===== src/rtl/mem_pkg.sv =====
// mem_pkg: shared constants, state encoding and alignment
// helper for mem_access_ctrl and the RAM model.
package mem_pkg;

  localparam logic [1:0] BYTE  = 2'b00;
  localparam logic [1:0] HALF  = 2'b01;
  localparam logic [1:0] WORD  = 2'b10;
  localparam logic [1:0] DWORD = 2'b11;

  localparam logic READ  = 1'b0;
  localparam logic WRITE = 1'b1;

  localparam logic ENABLE = 1'b0;

  typedef enum logic [2:0] {
    IDLE,
    SETUP,
    WAIT,
    RECOVER,
    DONE
  } state_t;

  function automatic logic is_aligned(
    input logic [1:0] dt,
    input logic [2:0] a
  );
    logic r;
    unique case (dt)
      HALF:    r = ~a[0];
      WORD:    r = (a[1:0] == 2'b00);
      DWORD:   r = (a[2:0] == 3'b000);
      default: r = 1'b1;
    endcase
    return r;
  endfunction

endpackage


===== src/rtl/sync_2ff.sv =====
// sync_2ff: SYNC_STAGES-deep flop chain for an async level.
// Ports: clk, rst_n (sync, active low), d (async in), q (synced).
module sync_2ff #(
  parameter int SYNC_STAGES = 2
) (
  input  logic clk,
  input  logic rst_n,
  input  logic d,
  output logic q
);

  logic [SYNC_STAGES-1:0] sr;

  always_ff @(posedge clk) begin
    if (!rst_n) begin
      sr <= '0;
    end else begin
      sr[0] <= d;
      for (int i = 1; i < SYNC_STAGES; i++) begin
        sr[i] <= sr[i-1];
      end
    end
  end

  assign q = sr[SYNC_STAGES-1];

endmodule


===== src/rtl/mem_access_ctrl.sv =====
// mem_access_ctrl: CPU-side master for the 256-byte RAM mfa/mfc
// handshake. CPU: req/rw/dtype/addr/wdata -> busy/done/err/rdata.
// RAM: mem_* outputs, mem_mfc/mem_data_out inputs.
module mem_access_ctrl
  import mem_pkg::*;
#(
  parameter int TIMEOUT     = 64,
  parameter int SYNC_STAGES = 2
) (
  input  logic        clk,
  input  logic        rst_n,
  input  logic        req,
  input  logic        rw,
  input  logic [1:0]  dtype,
  input  logic [7:0]  addr,
  input  logic [63:0] wdata,
  output logic        busy,
  output logic        done,
  output logic        err,
  output logic [63:0] rdata,
  output logic        mem_enable,
  output logic        mem_r_w,
  output logic        mem_mfa,
  output logic        mem_dwp1,
  output logic [1:0]  mem_dtype,
  output logic [7:0]  mem_addr,
  output logic [31:0] mem_data_in,
  input  logic        mem_mfc,
  input  logic [31:0] mem_data_out
);

  localparam int CW = $clog2(TIMEOUT + 1);
  localparam logic [CW-1:0] CNT_MAX = CW'(TIMEOUT);
  localparam logic [CW-1:0] CNT_MIN = CW'(SYNC_STAGES);

  state_t state, state_n;

  logic        rw_q;
  logic [1:0]  dtype_q;
  logic [7:0]  addr_q;
  logic [63:0] wdata_q;
  logic        beat;
  logic        err_q;
  logic [CW-1:0] cnt;
  logic [63:0] rdata_q;

  logic mfc_s;
  logic start;
  logic ok;
  logic acc;
  logic tmo;
  logic hi_beat;

  sync_2ff #(
    .SYNC_STAGES(SYNC_STAGES)
  ) u_sync (
    .clk  (clk),
    .rst_n(rst_n),
    .d    (mem_mfc),
    .q    (mfc_s)
  );

  assign ok    = is_aligned(dtype, addr[2:0]);
  assign start = (state == IDLE) && req;

  // The first SYNC_STAGES cycles of WAIT only flush a level
  // left over from the previous access out of the synchronizer.
  assign acc = (state == WAIT) && mfc_s
            && (cnt >= CNT_MIN);
  assign tmo = (state == WAIT) && !acc
            && (cnt == CNT_MAX);

  assign hi_beat = (dtype_q == DWORD) && !beat;

  always_ff @(posedge clk) begin
    if (!rst_n) begin
      state <= IDLE;
    end else begin
      state <= state_n;
    end
  end

  always_comb begin
    state_n = state;
    unique case (state)
      IDLE: begin
        if (req) begin
          state_n = ok ? SETUP : DONE;
        end
      end
      SETUP: state_n = WAIT;
      WAIT: begin
        if (acc) begin
          state_n = RECOVER;
        end else if (tmo) begin
          state_n = DONE;
        end
      end
      RECOVER: begin
        state_n = hi_beat ? SETUP : DONE;
      end
      DONE:    state_n = IDLE;
      default: state_n = IDLE;
    endcase
  end

  always_ff @(posedge clk) begin
    if (!rst_n) begin
      rw_q    <= READ;
      dtype_q <= BYTE;
      addr_q  <= '0;
      wdata_q <= '0;
      beat    <= 1'b0;
      err_q   <= 1'b0;
      cnt     <= '0;
      rdata_q <= '0;
    end else begin
      if (start) begin
        rw_q    <= rw;
        dtype_q <= dtype;
        addr_q  <= addr;
        wdata_q <= wdata;
        beat    <= 1'b0;
        err_q   <= ~ok;
      end
      if (state == RECOVER && hi_beat) begin
        beat <= 1'b1;
      end
      if (state == DONE) begin
        beat <= 1'b0;
      end
      if (state == WAIT) begin
        if (cnt != CNT_MAX) begin
          cnt <= cnt + 1'b1;
        end
      end else begin
        cnt <= '0;
      end
      if (tmo) begin
        err_q <= 1'b1;
      end
      if (acc && rw_q == READ) begin
        if (hi_beat) begin
          rdata_q[63:32] <= mem_data_out;
        end else begin
          rdata_q[31:0] <= mem_data_out;
          if (dtype_q != DWORD) begin
            rdata_q[63:32] <= '0;
          end
        end
      end
    end
  end

  assign busy  = (state != IDLE);
  assign done  = (state == DONE);
  assign err   = done && err_q;
  assign rdata = rdata_q;

  assign mem_enable = (state == SETUP
                    || state == WAIT
                    || state == RECOVER)
                    ? ENABLE : ~ENABLE;
  assign mem_mfa     = (state == WAIT);
  assign mem_r_w     = rw_q;
  assign mem_dwp1    = ~beat;
  assign mem_dtype   = dtype_q;
  assign mem_addr    = addr_q;
  assign mem_data_in = hi_beat ? wdata_q[63:32]
                               : wdata_q[31:0];

endmodule


===== config.mk =====
export PLATFORM = sky130hd
export DESIGN_NAME = mem_access_ctrl
export DESIGN_NICKNAME = d
export VERILOG_FILES = /design/src/rtl/mem_pkg.sv /design/src/rtl/sync_2ff.sv /design/src/rtl/mem_access_ctrl.sv
export SDC_FILE = /design/constraint.sdc
export NUM_CORES = 1
export LEC_CHECK = 0
export ABC_AREA = 1
export CORE_MARGIN = 3
export CORE_UTILIZATION = 40
export DETAILED_ROUTE_END_ITERATION = 6
export GPL_ROUTABILITY_DRIVEN = 0
export PLACE_DENSITY = 0.84
export SETUP_SLACK_MARGIN = 0.05
export SLEW_MARGIN = 10
export SYNTH_ARGS = -nofsm -noshare
export SYNTH_HDL_FRONTEND = slang
export SYNTH_SLANG_ARGS = --single-unit

===== constraint.sdc =====
create_clock -name clk -period 3.28 [get_ports clk]
set_input_delay 0.82 -clock clk [delete_from_list [all_inputs] [get_ports clk]]
set_output_delay 0.82 -clock clk [all_outputs]
set_load 0.01 [all_outputs]

==> flow_metrics.tcl <==
set metrics [dict create \
    status "finished clean" \
    clock.fmax_ghz 0.343 \
    period_share_pct 88.9 \
    postSynthAreaPerCell_sq_um 7.17 \
    grt_first_pass_wirelength_um 28200 \
    drc 0 \
    grt_max_degree 110 \
    synthMuxAreaShare_pct 0 \
    synth_compound_area_share_pct 14.9 \
    diodes 0 \
    die_height_um 130 \
    worst_slack_ns 0.364 \
    slew-limit-headroom_pct 34.5 \
    finalHoldViolCount 0 \
    synth-seq-area-share_pct 49.7 \
    postCtsSetupBuffers 0 \
    synthDistinctLibCells 27 \
    syn_to_final_growth_pct 47.1 \
    cts_tree "built" \
    synth_top_family_by_area "simple AND/OR/NAND/NOR gates" \
    dp_hpwl_um 12000 \
    io_pins 224 \
    vias 6124 \
    grt_pass1_vias 5794 \
    slew_viol_final 0 \
    post-place-ws_ns 0.611 \
    cp_data_required_time_ns 2.46 \
    portBuffers 223 \
    ys_ff_latch 153 \
    rsz0062_at_grt "no" \
    grtUsageTotal_pct 20.8 \
    path_class "flop to output pin" \
    cts_buffers 17 \
    syn_area_sq_um 6160 \
    crit_fanout 67 \
    ant_nets 0 \
    syn_inst 859 \
    cts_root_buffer "clkbuf_16" \
    cts_sinks 153 \
    clk_latency_ns 0.42 \
    synth-simple-area-share_pct 25.1 \
    die_w_um 130 \
    wire_per_inst_um 14.3 \
    synth_fp_nets 973 \
    layout-drive-gt1-share_pct 4.60 \
    setup_tns_ns 0 \
    synth_edf_count 0 \
    start_kind "flop" \
    fin_worst_skew_ns 0.00835 \
    peakVddDrop_v 0.000403 \
    start_util_pct 41.6 \
    yosys.area.top_type_share_pct 49.7 \
    layout.nets 1167 \
    clk_pin_slew_ns 0.06 \
    synthXorXnorAreaFrac_pct 0.569 \
    yosys.area.top_type "dfxtp_1" \
    drt_iter0_markers 325 \
    grt_remaining_overflow 0 \
    netlist_top_cells_area "dfxtp_1, nor2_1, nand2_1" \
    post_cts_resized 0 \
    htree_levels 4 \
    critPathCaptureType "output pin" \
    cap_viol_max_count 0 \
    placementRows 44 \
    setup_violations 0 \
    clockBufferDepth 2 \
    die_area_sq_um 16900 \
    vias_per_cell 4.90 \
    synth_ff_type "dfxtp_1" \
    leakagePower_nw 3.69 \
    powerDensity_nw_per_um2 543 \
    ys_warn_count 0 \
    fp.coreArea_sq_um 14800 \
    antenna_found_initial 0 \
    tightest_slew_ns 0.983 \
    hold_buffers 0 \
    finalWirelength_um 17900 \
    min_period_ns 2.92 \
    synth_fa_ha_area_share_pct 0.609 \
    ys_async_sr_fraction_pct 0 \
    drtPass1Iterations 5 \
    crit_arrival_ns 2.10 \
    min_path_type "flop to flop" \
]
[area by class of cell]
type | count | area, sq um
tap | 184 | 230
fill | 1293 | 5750
inverter | 86 | 323
sequential | 153 | 3060
clock buffer | 20 | 447
multi-input combinational | 564 | 2540
clock inverter | 12 | 141
timing repair buffer | 231 | 2310
[worst max-delay path, cell delays in order (launching register included)]
cell and delay [ns]:
dfxtp_1 0.40, nand3_2 0.11, buf_12 0.21, o21ai_0 0.33, clkdlybuf4s50_1 0.61
[metal layers]
layer	routed length (um)	up-vias	global-route usage, %
li1	-	3121	-
met1	7470	2751	25.3
met2	8320	238	34.5
met3	1790	14	7.86
met4	285	0	5.75
met5	0	-	0
[cell usage in the layout (no fill, tap or decap), types with 3 or more instances in the layout]
cell type,synthesis,routed
inv_2,3,3
nand4_1,34,34
inv_6,0,3
nor2_1,170,170
nand3_1,10,9
clkbuf_16,0,17
dfxtp_1,153,153
nand2_1,152,152
a21oi_1,70,70
inv_1,82,82
clkinvlp_4,0,4
ha_1,3,3
buf_4,0,6
clkdlybuf4s50_1,0,222
o21ai_0,110,110
[sequential cells by signal (all words and copies together), names as in the netlist]
signal,cells
wdata_q,64
cnt,7
err_q,1
mem_addr,8
state,3
mem_dtype,2
u_sync.sr,2
mem_r_w,1
beat,1
rdata,64
[synthesized netlist by cell type, types with 2 or more instances]
cell type	number
dfxtp_1	153
o21ai_0	110
nor2_4	2
ha_1	3
nand4_1	34
buf_1	3
a21oi_1	70
buf_2	15
xor2_1	2
nand3_1	10
clkbuf_1	37
inv_2	3
nor2_1	170
inv_1	82
nand2_1	152
xnor2_1	2
[power by group]
part           internal (mW)  switching [mW]
logic                  0.422           0.481
clock network           1.15           0.788
registers               2.01          0.0665
total                   3.59            1.34
[logic make-up (layout without fill, tap and decap cells)]
logic type | Yosys count | count (layout)
xor+xnor | 4 | 4
compound gates | 182 | 182
flops | 153 | 153
fa+ha+maj | 3 | 3
buf+inv | 142 | 349
simple gates | 375 | 375
[metrics by stage]
step                      instances  utilization, %  power, mW  area, sq um  hold slack [ns]
after global routing           1250            61.2       5.15         9060            0.444
final                          1250            61.2       4.92         9060            0.413
after CTS                      1250            61.2       4.97         9060            0.416
after floorplan                 859               -       2.55         6160            0.390
after global placement         1218            57.2       3.00         8470            0.398
after detailed placement       1218            57.2       3.02         8470            0.402
[final timing paths]
check               start         endpoint  slack [ns]  depth (start not counted)
min          u_sync.sr[0]     u_sync.sr[1]        0.41                          2
min reg2reg  u_sync.sr[0]     u_sync.sr[1]        0.41                          2
max          mem_dtype[0]  mem_data_in[11]        0.36                          4
max reg2reg        cnt[0]        rdata[20]        0.57                          8
Note: power is estimated with default switching activity, not from simulation.
